==> src/rtl/ste_avg_seq.sv <==
// Sequencer for the first-order IIR averager: clear, settle blanking, fast tracking and result publishing.
// Optional step detection / TRACK state is compiled in with `define STE_AVG_SEQ_STEP_DET_EN.
module ste_avg_seq #(
    parameter int DATA_W   = 16,
    parameter int SETTLE_N = 8,
    parameter int TRACK_N  = 4,
    parameter int STABLE_N = 32
) (
    input  logic              clk,
    input  logic              rst_n,
    input  logic              enable_i,
    input  logic              cfg_chg_i,
    input  logic              smp_vld_i,
    input  logic [DATA_W-1:0] smp_i,
    input  logic [DATA_W-1:0] avg_i,
    input  logic [DATA_W-1:0] step_thr_i,
    output logic              avg_clr_o,
    output logic              avg_en_o,
    output logic [DATA_W-1:0] result_o,
    output logic              result_vld_o,
    output logic              stable_o,
    output logic [2:0]        state_o
);

    typedef enum logic [2:0] {
        IDLE    = 3'd0,
        CLEAR   = 3'd1,
        SETTLE  = 3'd2,
        AVERAGE = 3'd3,
        TRACK   = 3'd4
    } state_e;

    // One counter serves SETTLE, TRACK and AVERAGE, so it is sized for the largest limit.
    localparam int CNT_MAX_01 = (SETTLE_N > TRACK_N) ? SETTLE_N : TRACK_N;
    localparam int CNT_MAX    = (CNT_MAX_01 > STABLE_N) ? CNT_MAX_01 : STABLE_N;
    localparam int CNT_W      = $clog2(CNT_MAX + 1);

    localparam logic [CNT_W-1:0] CNT_MAX_C = CNT_W'(CNT_MAX);
    localparam logic [CNT_W-1:0] SETTLE_C  = CNT_W'(SETTLE_N);
    localparam logic [CNT_W-1:0] STABLE_C  = CNT_W'(STABLE_N);

    state_e              state_q, state_d;
    logic [CNT_W-1:0]    cnt_q, cnt_d, cnt_inc;
    logic                vld_dly_q, vld_dly_d;
    logic [DATA_W-1:0]   result_q, result_d;
    logic                result_vld_q, result_vld_d;
    logic                avg_clr_q, avg_clr_d;
    logic                avg_en_q, avg_en_d;
    logic                stable_q, stable_d;
    logic                prio_evt;

    assign cnt_inc  = (cnt_q == CNT_MAX_C) ? cnt_q : cnt_q + CNT_W'(1);
    assign prio_evt = !enable_i || (cfg_chg_i && (state_q != IDLE));

`ifdef STE_AVG_SEQ_STEP_DET_EN
    localparam logic [CNT_W-1:0] TRACK_C = CNT_W'(TRACK_N);

    logic [DATA_W:0] diff;
    logic            step;

    // Absolute difference kept one bit wider so it can never wrap.
    assign diff = (smp_i >= avg_i) ? ({1'b0, smp_i} - {1'b0, avg_i})
                                   : ({1'b0, avg_i} - {1'b0, smp_i});
    assign step = diff > {1'b0, step_thr_i};
`else
    logic unused_step_inputs;
    assign unused_step_inputs = ^{smp_i, step_thr_i};
`endif

    always_comb begin
        // NOTE: every variable gets a default first so no path leaves it unassigned (no latch).
        state_d      = state_q;
        cnt_d        = cnt_q;
        vld_dly_d    = 1'b0;
        result_d     = result_q;
        result_vld_d = 1'b0;

        // A pending result is published one cycle after its sample unless a disable/reconfigure hits.
        if (vld_dly_q && !prio_evt) begin
            result_vld_d = 1'b1;
            result_d     = avg_i;
        end

        if (!enable_i) begin
            state_d = IDLE;
            cnt_d   = '0;
        end else if (cfg_chg_i && (state_q != IDLE)) begin
            state_d = CLEAR;
            cnt_d   = '0;
        end else begin
            unique case (state_q)
                IDLE: begin
                    state_d = CLEAR;
                    cnt_d   = '0;
                end
                CLEAR: begin
                    cnt_d   = '0;
                    state_d = (SETTLE_N == 0) ? AVERAGE : SETTLE;
                end
                SETTLE: begin
                    if (smp_vld_i) begin
                        if (cnt_inc >= SETTLE_C) begin
                            state_d = AVERAGE;
                            cnt_d   = '0;
                        end else begin
                            cnt_d = cnt_inc;
                        end
                    end
                end
                AVERAGE: begin
                    if (smp_vld_i) begin
                        vld_dly_d = 1'b1;
`ifdef STE_AVG_SEQ_STEP_DET_EN
                        if (step) begin
                            state_d = TRACK;
                            cnt_d   = '0;
                        end else begin
                            cnt_d = cnt_inc;
                        end
`else
                        cnt_d = cnt_inc;
`endif
                    end
                end
`ifdef STE_AVG_SEQ_STEP_DET_EN
                TRACK: begin
                    if (smp_vld_i) begin
                        vld_dly_d = 1'b1;
                        if (step) begin
                            cnt_d = '0;
                        end else if (cnt_inc >= TRACK_C) begin
                            state_d = AVERAGE;
                            cnt_d   = '0;
                        end else begin
                            cnt_d = cnt_inc;
                        end
                    end
                end
`endif
                default: begin
                    state_d = IDLE;
                    cnt_d   = '0;
                end
            endcase
        end

        // Outputs are decoded from the next state so they line up with state_o after the edge.
        avg_clr_d = (state_d == IDLE) || (state_d == CLEAR);
        avg_en_d  = (state_d == AVERAGE);
        stable_d  = (state_d == AVERAGE) && (cnt_d >= STABLE_C);
    end

    // NOTE: sequential state uses non-blocking assignments only, so every flop sees pre-edge values.
    always_ff @(posedge clk) begin
        if (!rst_n) begin
            state_q      <= IDLE;
            cnt_q        <= '0;
            vld_dly_q    <= 1'b0;
            result_q     <= '0;
            result_vld_q <= 1'b0;
            avg_clr_q    <= 1'b1;
            avg_en_q     <= 1'b0;
            stable_q     <= 1'b0;
        end else begin
            state_q      <= state_d;
            cnt_q        <= cnt_d;
            vld_dly_q    <= vld_dly_d;
            result_q     <= result_d;
            result_vld_q <= result_vld_d;
            avg_clr_q    <= avg_clr_d;
            avg_en_q     <= avg_en_d;
            stable_q     <= stable_d;
        end
    end

    assign avg_clr_o    = avg_clr_q;
    assign avg_en_o     = avg_en_q;
    assign result_o     = result_q;
    assign result_vld_o = result_vld_q;
    assign stable_o     = stable_q;
    assign state_o      = state_q;

endmodule

==> config.mk <==
export PLATFORM = sky130hd
export DESIGN_NAME = ste_avg_seq
export DESIGN_NICKNAME = d
export VERILOG_FILES = /design/src/rtl/ste_avg_seq.sv
export SDC_FILE = /design/constraint.sdc
export NUM_CORES = 1
export LEC_CHECK = 0
export CAP_MARGIN = 15
export CORE_ASPECT_RATIO = 1.4
export CORE_MARGIN = 8
export CORE_UTILIZATION = 37
export DETAILED_ROUTE_END_ITERATION = 7
export PLACE_DENSITY = 0.83
export SYNTH_ARGS = -nofsm -noshare
export SYNTH_HDL_FRONTEND = slang
export SYNTH_SLANG_ARGS = --single-unit
export TNS_END_PERCENT = 50
==> constraint.sdc <==
create_clock -name clk -period 1.8 [get_ports clk]
set_input_delay 0.36 -clock clk [delete_from_list [all_inputs] [get_ports clk]]
set_output_delay 0.36 -clock clk [all_outputs]
set_load 0.005 [all_outputs]
# After elaboration in Yosys (flattened, before gate mapping)
# Cells that the tools add are included.
dict set report classes {
  muxes 14
  n_reduce_logical 11
  n_lt_le_gt_ge 2
  n_bitwise 3
  n_eq_ne 6
  n_addsub 1
}
# cell n
set ops {}
lappend ops {{6-bit two-way mux} 6}
lappend ops {{3-bit two-way mux} 4}
lappend ops {{3-bit one-hot mux with 4 select lines} 1}
lappend ops {{6-bit one-hot mux with 2 select lines} 1}
lappend ops {{3-bit by 2-bit == test with 1-bit output (second input constant)} 3}
lappend ops {{6-bit by 1-bit adder with 6-bit output (second input constant)} 1}
lappend ops {{3-bit by 1-bit == test with 1-bit output (second input constant)} 2}
lappend ops {{6-bit == test (second input constant)} 1}
lappend ops {{6-bit by 4-bit >= comparator with 1-bit output (second input constant)} 1}
lappend ops {{6-bit >= comparator (second input constant)} 1}
lappend ops {{3-bit logical NOT} 2}
lappend ops {{4-bit OR reduction} 1}
lappend ops {{1-bit logical AND} 3}
lappend ops {{1-bit NOT} 3}
lappend ops {{3-bit nonzero test} 1}
lappend ops {{1-bit logical NOT} 2}
lappend ops {{1-bit logical OR} 2}
lappend ops {{1-bit two-way mux} 2}
dict set report totals {
  word_cells 45
  inputBits 53
  output_inout_bits 23
  ff_bits 30
}

# Logic depth before layout (Yosys ltp)
# Gate-level depths: netlist of the first run.
dict set report depth {
  ltp_word 10
  ltp_mapped 7
}

# Worst setup path after synthesis of the first run
# OpenSTA, ideal clock, no wires.
dict set report synth_path {
  path_type {reg2reg}
  startpoint {register cnt_q[1]}
  endpoint {register stable_q (netlist: stable_o)}
  period_less_slack_ps 1442
  t_arrival_ps 1316
  setup_time_ps 126
  path_stages_with_launch 7
  path_buffers 0
  slack_ps 358
  path_cell_list {dfxtp_1 > ha_1 > and3_1 > nor2_1 > o21a_1 > a311oi_2 > nor3_1}
}
dict set report synth_between {
  elab_chain_cells 10
}
# element line_no
set synth_lines {}
lappend synth_lines {{start: declaration} 43} ;# logic [CNT_W-1:0] cnt_q, cnt_d, cnt_inc;
lappend synth_lines {{start signal: assignment} 166} ;# cnt_q <= cnt_d;
lappend synth_lines {{6-bit by 1-bit adder with 6-bit output or 6-bit == test (tied branches)} 52} ;# assign cnt_inc = (cnt_q == CNT_MAX_C) ? cnt_q : cnt_q + CNT_W'(1);
lappend synth_lines {{6-bit two-way mux} 52}
lappend synth_lines {{6-bit by 4-bit >= comparator with 1-bit output} 102} ;# if (cnt_inc >= SETTLE_C) begin
lappend synth_lines {{6-bit two-way mux or 3-bit two-way mux (tied branches)} 102}
lappend synth_lines {{6-bit two-way mux or 3-bit two-way mux (tied branches)} 101} ;# if (smp_vld_i) begin
lappend synth_lines {{6-bit one-hot mux with 2 select lines or 3-bit one-hot mux with 4 select lines (tied branches)} 91} ;# unique case (state_q)
lappend synth_lines {{6-bit two-way mux or 3-bit two-way mux (tied branches)} 87} ;# end else if (cfg_chg_i && (state_q != IDLE)) begin
lappend synth_lines {{6-bit two-way mux or 3-bit two-way mux (tied branches)} 84} ;# if (!enable_i) begin
lappend synth_lines {{6-bit >= comparator or 3-bit by 2-bit == test with 1-bit output (tied branches)} 150} ;# stable_d = (state_d == AVERAGE) && (cnt_d >= STABLE_C);
lappend synth_lines {{1-bit logical AND *} 150}
lappend synth_lines {{end signal: assignment} 172} ;# stable_q <= stable_d;
lappend synth_lines {{end: declaration} 49} ;# logic stable_q, stable_d;
# Every way passes the cells marked *; elsewhere a longest branch is shown, timed or not.
# A chain may end at the register's enable or synchronous reset.

# Final worst setup path of the first run
dict set report layout_path {
  startpoint {register state_q[0] (netlist: state_o[0])}
  endpoint {output state_o[0]}
}
# element line_no
set layout_lines {}
lappend layout_lines {{start: declaration} 42} ;# state_e state_q, state_d;
lappend layout_lines {{start signal: assignment} 165} ;# state_q <= state_d;
lappend layout_lines {{end: declaration} 22} ;# output logic [2:0] state_o
# No word-level cell between the ends.

==> results of run 1 <==
==> layout make-up <==
type | count | area, um2 | area share
Clock buffer | 6 | 82.6 | 0.0450
Clock inverter | 2 | 12.5 | 0.00682
Inverter | 3 | 11.3 | 0.00614
Multi-Input combinational cell | 92 | 624 | 0.340
Sequential cell | 30 | 601 | 0.327
Tap cell | 40 | 50.0 | 0.0273
Timing Repair Buffer | 46 | 453 | 0.247
==> registers in the layout, summed over array words and instances (netlist names) <==
register / cells
result_o: 16
cnt_q: 6
state_o: 3
avg_clr_o: 1
avg_en_o: 1
result_vld_o: 1
stable_o: 1
vld_dly_q: 1
==> worst paths after layout <==
| kind | start | to | slack [ns] | cells past startpoint |
|---|---|---|---|---|
| hold / removal | vld_dly_q | result_vld_o | 0.47 | 2 |
| hold reg to reg | vld_dly_q | result_vld_o | 0.47 | 2 |
| setup reg to reg | cnt_q[1] | stable_o | 0.12 | 6 |
| setup / recovery | state_o[0] | state_o[0] | 0.06 | 1 |
==> logic make-up after synthesis <==
logic type               count (synthesis)
AO/OA/AOI/OAI                           16
XOR/XNOR                                 2
adder cells (fa/ha/maj)                  2
buffers and inverters                    7
flip-flops                              30
multiplexers                            16
other                                    1
AND/OR/NAND/NOR                         55
==> power by group <==
part	internal (mW)	switching (mW)
Combinational	0.0598	0.0277
Clock	0.306	0.247
Sequential	0.667	0.00498
==> stage by stage <==
stage | hold WS [ns] | power (mW) | cells
3_3_place_gp | 0.458 | 0.772 | 211
2_1_floorplan | 0.450 | 0.714 | 129
3_5_place_dp | 0.467 | 0.773 | 211
4_1_cts | 0.469 | 1.33 | 219
6_report | 0.468 | 1.31 | 219
5_1_grt | 0.473 | 1.36 | 219
==> cell usage in the layout (no fill, tap or decap) <==
master	n
and2b_1	1
mux2i_1	16
clkdlybuf4s50_1	43
or2b_1	1
nand2b_1	2
inv_1	3
nor4_1	1
dfxtp_1	30
xor2_1	1
conb_1	1
buf_4	3
nand3_1	4
a211oi_1	1
clkinvlp_4	1
nor2_1	12
a22oi_1	1
nor3b_1	1
clkinv_2	1
o31ai_2	1
nand3_4	1
a311oi_2	1
o21ai_1	2
nor2b_1	18
o21ai_0	3
o21a_1	1
a21oi_1	5
nand2_1	7
and3_1	3
clkbuf_8	6
ha_1	2
o41ai_2	1
nor3_1	4
xnor2_1	1
==> per-layer routing <==
layer | vias up | GRT usage | wire length (um)
met5 | - | 0 | 0
met4 | 0 | 0.0717 | 80
met3 | 7 | 0.0343 | 210
met2 | 44 | 0.218 | 1700
met1 | 498 | 0.117 | 1300
li1 | 533 | - | -
==> out/results.txt, run 1 <==
status: complete, no violations
post-route setup slack: 0.0585 ns
Tcrit/Tclk final: 0.968
Crit Path Category: reg2out
Filler Cells Inserted: 297
initial antenna violation count: 0
Post-Route WL: 3290 um
H-Tree Depth: 2
FFs w/ async S/R, synth: 0
crit path time final: 1.74 ns
critical path's top delay family: buffers and inverters
dpl hpwl: 2490 um
CTS sink cnt: 30
post-CTS setup repair buffer count: 0
syn avg cell area: 9.83 um2
Adder-Cell Fraction of Synth Area: 0.0197
slowest cell on the critical path: clkdlybuf4s50_1
Die Area: 0.00558 mm2
Worst EP required: 1.44 ns
FMAX: 0.574 GHz
Initial Utilization: 0.382
ANT cells: 0
max_cap viols: 0
Setup Skew: 0.0131 ns
Max clock buf depth: 2
Leak: 0.760 nW
mux share of post-synthesis cell area: 0.126
Arr. time, crit path: 1.38 ns
Post-Synth XOR/XNOR Area: 0.0138
main area contributors after synthesis: dfxtp_1 47%, mux2i_1 13%, nor2b_1 8.9%
Worst setup EP type: primary output
area leader, netlist: dfxtp_1
area post-placement: 0.00174 mm2
share of cells above drive strength 1: 0.0838
power per cell area: 716 mW/mm2
EDFF count, synth: 0
total negative slack: 0 ns
core footprint: 0.00332 mm2
crit path max fanout: 8
register clock-pin slew on the reported worst setup and hold paths: 0.07 ns
overall routing resource usage: 0.121
crit start category: flop
share of the synthesized area in the top cell type: 0.474
cells along the critical path: clkdlybuf4s50_1
remaining global-route overflow: 0
hold_buf cts: 0
Boundary Pins: 76
Syn. warnings: 0
Synth-to-Final Area Change: 44.7%
IR drop worst, VDD: 0.385 mV
syn nets: 184
I/O Buffers: 43
final hold vios: 0
CTS Root Cell: clkbuf_8
largest net degree at the start of global routing: 17
Hold Path Class: reg2reg
routed len/inst: 15.0 um
Core Rows: 25
buffer and inverter count on the worst path: 1
area share of and/or/nand/nor cells after synthesis: 0.238
Top FF cell, synth: dfxtp_1
unrepaired setup endpoints after global routing: false
crit-path max cell delay: 0.59 ns
Die W: 65.5 um
Finished Cell Area: 0.00183 mm2
Finished Core Util: 0.553
# setup viols final: 0
worst skew pair latency: 0.29 ns
placer congestion estimate: 0.763
Max Slew Vio Count: 0
combinational family with the most area after synthesis: simple AND/OR/NAND/NOR gates
DRT antenna net count: 0
count leader, synth: dfxtp_1
Die Ht: 85.3 um
post-CTS resize count: 0
1st-pass router iterations: 4
via count: 1,082
number of global-route vias before repair: 1,088
fin nets: 233
drc violations: 0
Synth Area in Compound Gates: 0.0918
Netlist cell types: 31
TritonCTS clock tree: built
pre-CTS WS: 0.0439 ns
DR iter-0 viols: 29
first-pass GRT wire length: 5200 um
Post-synth top cells: 30 x dfxtp_1, 18 x nor2b_1, 16 x mux2i_1
drt via density: 4.94
mapped cell area: 0.00127 mm2
CTS buffer count: 5
Seq/Total Area, Yosys: 0.474
synthesized instance count: 129
Yosys reg bits: 30
(Power assumes the default switching activity.)
==> inputs of run 2 (changes only) <==
PLACE_DENSITY = not set   (was 0.83)
PLACE_DENSITY_LB_ADDON = 0.15   (was not set)
==> out/results.txt, run 2 (same netlist as run 1, synthesis figures left out) <==
status: complete, no violations (unchanged)
ANT cells: 0 (unchanged)
register clock-pin slew on the reported worst setup and hold paths: 0.06 ns (was 0.07 ns)
unrepaired setup endpoints after global routing: false (unchanged)
CTS sink cnt: 30 (unchanged)
Arr. time, crit path: 1.37 ns (was 1.38 ns)
initial antenna violation count: 0 (unchanged)
max FFs per register: 16 (unchanged)
hold_buf cts: 0 (unchanged)
TritonCTS clock tree: built (unchanged)
via count: 1,064 (was 1,082)
IR drop worst, VDD: 0.576 mV (was 0.385 mV)
flip-flop and latch area: 601 um2 (unchanged)
final hold vios: 0 (unchanged)
slowest cell on the critical path: clkdlybuf4s50_1 (unchanged)
reg2reg path depth: 6 (unchanged)
Initial Utilization: 0.382 (unchanged)
Worst setup EP type: primary output (unchanged)
crit start category: flop (unchanged)
area of the multi-input gates: 624 um2 (unchanged)
Synth-to-Final Area Change: 46.5% (was 44.7%)
Die Ht: 85.3 um (unchanged)
routed len/inst: 13.9 um (was 15.0 um)
Worst EP required: 1.44 ns (about the same)
drt via density: 4.84 (was 4.94)
# setup viols final: 0 (unchanged)
Hold WS: 0.467 ns (was 0.468 ns)
crit path max fanout: 8 (unchanged)
critical path's top delay family: buffers and inverters (unchanged)
largest net degree at the start of global routing: 17 (unchanged)
worst skew pair latency: 0.28 ns (was 0.29 ns)
crit path time final: 1.73 ns (was 1.74 ns)
Post-Route WL: 3060 um (was 3290 um)
H-Tree Depth: 2 (unchanged)
crit-path max cell delay: 0.57 ns (was 0.59 ns)
Die W: 65.5 um (unchanged)
drc violations: 0 (unchanged)
commonest cells after routing, fill and taps aside: 43 x clkdlybuf4s50_1, 30 x dfxtp_1, 18 x nor2b_1, 16 x mux2i_1, 12 x nor2_1 (unchanged)
1st-pass router iterations: 4 (unchanged)
Crit Path Category: reg2out (unchanged)
Filler Cells Inserted: 336 (was 297)
Setup Skew: 0.00544 ns (was 0.0131 ns)
remaining global-route overflow: 0 (unchanged)
Tcrit/Tclk final: 0.960 (was 0.968)
dpl hpwl: 2390 um (was 2490 um)
I/O Buffers: 43 (unchanged)
post-CTS resize count: 0 (unchanged)
DRT antenna net count: 0 (unchanged)
FMAX: 0.579 GHz (was 0.574 GHz)
share of cells above drive strength 1: 0.0889 (was 0.0838)
post-CTS setup repair buffer count: 0 (unchanged)
Boundary Pins: 76 (unchanged)
CTS buffer count: 5 (unchanged)
placer congestion estimate: 0.792 (was 0.763)
first-pass GRT wire length: 4980 um (was 5200 um)
most common cell after layout, fill and taps aside: clkdlybuf4s50_1 (unchanged)
number of global-route vias before repair: 1,089 (was 1,088)
core footprint: 0.00332 mm2 (unchanged)
Leak: 0.776 nW (was 0.760 nW)
buffer and inverter count on the worst path: 1 (unchanged)
Core Rows: 25 (unchanged)
Worst path depth: 1 (unchanged)
max_cap viols: 0 (unchanged)
Max Slew Vio Count: 0 (unchanged)
CTS Root Cell: clkbuf_8 (unchanged)
fin nets: 234 (was 233)
DR iter-0 viols: 26 (was 29)
Die Area: 0.00558 mm2 (unchanged)
hold path cells: 2 (unchanged)
overall routing resource usage: 0.115 (was 0.121)
Hold Path Class: reg2reg (unchanged)
power per cell area: 746 mW/mm2 (was 716 mW/mm2)
total negative slack: 0 ns (unchanged)
Max clock buf depth: 2 (unchanged)
cells along the critical path: clkdlybuf4s50_1 (unchanged)
## run 2: cell types whose count changed in the layout (fill, tap and decap cells not counted)
cell / change
buf_4: +1
clkinv_2: -1
clkinvlp_4: -1
clkbuf_8: +2
## run 2: worst paths after layout
path | start | endpoint | slack (ns)
setup reg to reg | cnt_q[1] | stable_o | 0.13
hold / removal | vld_dly_q | result_vld_o | 0.47
hold reg to reg | vld_dly_q | result_vld_o | 0.47
setup / recovery | state_o[0] | state_o[0] | 0.07
## run 2: stage by stage
step | total power, mW | setup slack [ns] | instance area, um2 | cells | util
floorplan | 0.714 | 0.358 | 1270 | 129 | -
global placement | 0.774 | 0.112 | 1750 | 212 | 0.527
detailed placement | 0.776 | 0.0977 | 1750 | 212 | 0.527
CTS | 1.41 | 0.0465 | 1860 | 220 | 0.560
global route | 1.45 | 0.000608 | 1860 | 220 | 0.560
finish | 1.38 | 0.0715 | 1860 | 220 | 0.560
## run 2: per-layer routing
metal / GRT usage / share of wire
met1: 0.106 / 0.37
met2: 0.204 / 0.53
met3: 0.0435 / 0.077
met4: 0.0737 / 0.024
met5: 0 / 0
## run 2: area by class of cell
| class | instances | area share |
|---|---|---|
| multi-input combinational | 92 | 0.336 |
| sequential | 30 | 0.323 |
| timing repair buffer | 47 | 0.248 |
| clock buffer | 8 | 0.0593 |
| tap | 40 | 0.0270 |
| inverter | 3 | 0.00606 |
## run 2: power by group
part / leakage [nW] / switching [mW] / internal, mW
clock: 0.0575 / 0.239 / 0.385
sequential: 0.242 / 0.00529 / 0.667
combinational: 0.476 / 0.0270 / 0.0610
==> inputs of run 3 (changes only) <==
CORE_UTILIZATION = 33   (was 37)
clock period = 1.5 ns   (was 1.8 ns; I/O delays follow)
==> out/results.txt, run 3 (same netlist as run 1, synthesis figures left out) <==
status: complete, no violations (unchanged)
TritonCTS clock tree: built (unchanged)
Arr. time, crit path: 1.64 ns (was 1.37 ns)
Placed Cells: 227 (was 212)
initial antenna violation count: 0 (unchanged)
overall routing resource usage: 0.112 (was 0.115)
R2R setup slack: 0.02 ns (was 0.13 ns)
H-Tree Depth: 2 (unchanged)
reg2reg path depth: 6 (unchanged)
CTS buffer count: 5 (unchanged)
IR drop worst, VDD: 0.627 mV (was 0.576 mV)
Finished Cell Area: 0.00204 mm2 (was 0.00186 mm2)
Die W: 68.4 um (was 65.5 um)
1st-pass router iterations: 4 (unchanged)
Max clock buf depth: 2 (unchanged)
via count: 1,127 (was 1,064)
Hold Path Class: reg2reg (unchanged)
critical path's top delay family: compound AO/OA/AOI/OAI gates (was buffers and inverters)
Hold WS: 0.472 ns (was 0.467 ns)
DR iter-0 viols: 15 (was 26)
remaining global-route overflow: 0 (unchanged)
core footprint: 0.00368 mm2 (was 0.00332 mm2)
Worst path depth: 6 (was 1)
crit path from: cnt_q[1] (was state_o[0])
share of cells above drive strength 1: 0.226 (was 0.0889)
unrepaired setup endpoints after global routing: true (was false)
first-pass GRT wire length: 5100 um (was 4980 um)
slowest cell on the critical path: dfxtp_4 (was clkdlybuf4s50_1)
Synth-to-Final Area Change: 60.8% (was 46.5%)
worst skew pair latency: 0.28 ns (about the same)
crit start category: flop (unchanged)
drt via density: 4.76 (was 4.84)
total negative slack: 0 ns (unchanged)
CTS sink cnt: 30 (unchanged)
cells along the critical path: buf_4 -> and3_4 -> nand2_2 -> o21a_1 -> a311oi_2 -> nor3_1 (was clkdlybuf4s50_1)
crit path time final: 1.48 ns
area post-placement: 0.00185 mm2 (was 0.00175 mm2)
max FFs per register: 16 (unchanged)
buffer and inverter count on the worst path: 1 (unchanged)
I/O Buffers: 43 (unchanged)
Post-Route WL: 3310 um (was 3060 um)
pre-CTS WS: -0.151 ns (was 0.0977 ns)
crit-path max cell delay: 0.37 ns (was 0.57 ns)
FMAX: 0.677 GHz
hold_buf cts: 0 (unchanged)
Die Area: 0.00611 mm2 (was 0.00558 mm2)
worst setup path endpoint: stable_o (was state_o[0])
total power: 1.58 mW (was 1.38 mW)
Initial Utilization: 0.345 (was 0.382)
Tcrit/Tclk final: 0.985
crit path max fanout: 3 (was 8)
final hold vios: 0 (unchanged)
worst r2r dst: stable_o (unchanged)
Die Ht: 89.3 um (was 85.3 um)
CTS Root Cell: clkbuf_8 (unchanged)
dpl hpwl: 2460 um (was 2390 um)
# setup viols final: 0 (unchanged)
Crit Path Category: reg2reg (was reg2out)
fin nets: 249 (was 234)
Finished Core Util: 0.554 (was 0.560)
placer congestion estimate: 0.771 (was 0.792)
DRT antenna net count: 0 (unchanged)
Setup Skew: 0.0106 ns (was 0.00544 ns)
commonest cells after routing, fill and taps aside: 41 x clkdlybuf4s50_1, 26 x dfxtp_1, 18 x nor2b_1, 18 x buf_4, 16 x mux2i_1 (was 43 x clkdlybuf4s50_1, 30 x dfxtp_1, 18 x nor2b_1, 16 x mux2i_1, 12 x nor2_1)
Leak: 0.860 nW (was 0.776 nW)
post-route setup slack: 0.0231 ns (was 0.0715 ns)
RR Startpoint: cnt_q[1] (unchanged)
ANT cells: 0 (unchanged)
most common cell after layout, fill and taps aside: clkdlybuf4s50_1 (unchanged)
Core Rows: 26 (was 25)
routed len/inst: 14.0 um (was 13.9 um)
register clock-pin slew on the reported worst setup and hold paths: 0.07 ns (was 0.06 ns)
power per cell area: 775 mW/mm2 (was 746 mW/mm2)
Cell Count, Final, Fillers Out: 237 (was 220)
Boundary Pins: 76 (unchanged)
number of global-route vias before repair: 1,078 (was 1,089)
Worst setup EP type: flop (was primary output)
largest net degree at the start of global routing: 17 (unchanged)
Max Slew Vio Count: 0 (unchanged)
drc violations: 0 (unchanged)
Worst EP required: 1.66 ns (was 1.44 ns)
max_cap viols: 0 (unchanged)
==> run 3: what timing repair did <==
item | CTS | global route
gates resized for setup | 6 | 16
endpoints found under the setup margin | 7 | 22
setup buffers | 0 | 2
pin swaps | 1 | 1
==> run 3: area by class of cell <==
class                   count  area (um2)
clock buffers               7        86.3
clock inverters             1        5.00
fillers                   336        1640
inverters                   3        11.3
multi-input cells          92         689
flip-flops and latches     30         611
well taps                  42        52.6
repair buffers             62         583
==> run 3: worst min-delay path by stage <==
stage          cells after the start       from           end
2_1_floorplan                      1  cfg_chg_i    state_o[1]
3_3_place_gp                       2  vld_dly_q  result_vld_o
3_5_place_dp                       2  vld_dly_q  result_vld_o
4_1_cts                            2  vld_dly_q  result_vld_o
5_1_grt                            2  vld_dly_q  result_vld_o
6_report                           2  vld_dly_q  result_vld_o
==> run 3: worst min-delay path, cell delays in order, from the launching register on <==
cell     delay [ns]
dfxtp_1        0.33
nand2_1        0.06
nor2_1         0.04
==> run 3: report_power, final <==
part	internal [mW]	total, mW	switching, mW
registers	0.797	0.799	0.00253
clock network	0.370	0.661	0.292
logic	0.0789	0.118	0.0394
total	1.25	1.58	0.334
==> run 3: metal layers <==
| layer | vias up | GRT usage | wire length (um) |
|---|---|---|---|
| met4 | 0 | 0.0673 | 89 |
| met5 | - | 0 | 0 |
| li1 | 570 | - | - |
| met2 | 39 | 0.188 | 1760 |
| met1 | 508 | 0.115 | 1180 |
| met3 | 10 | 0.0427 | 284 |
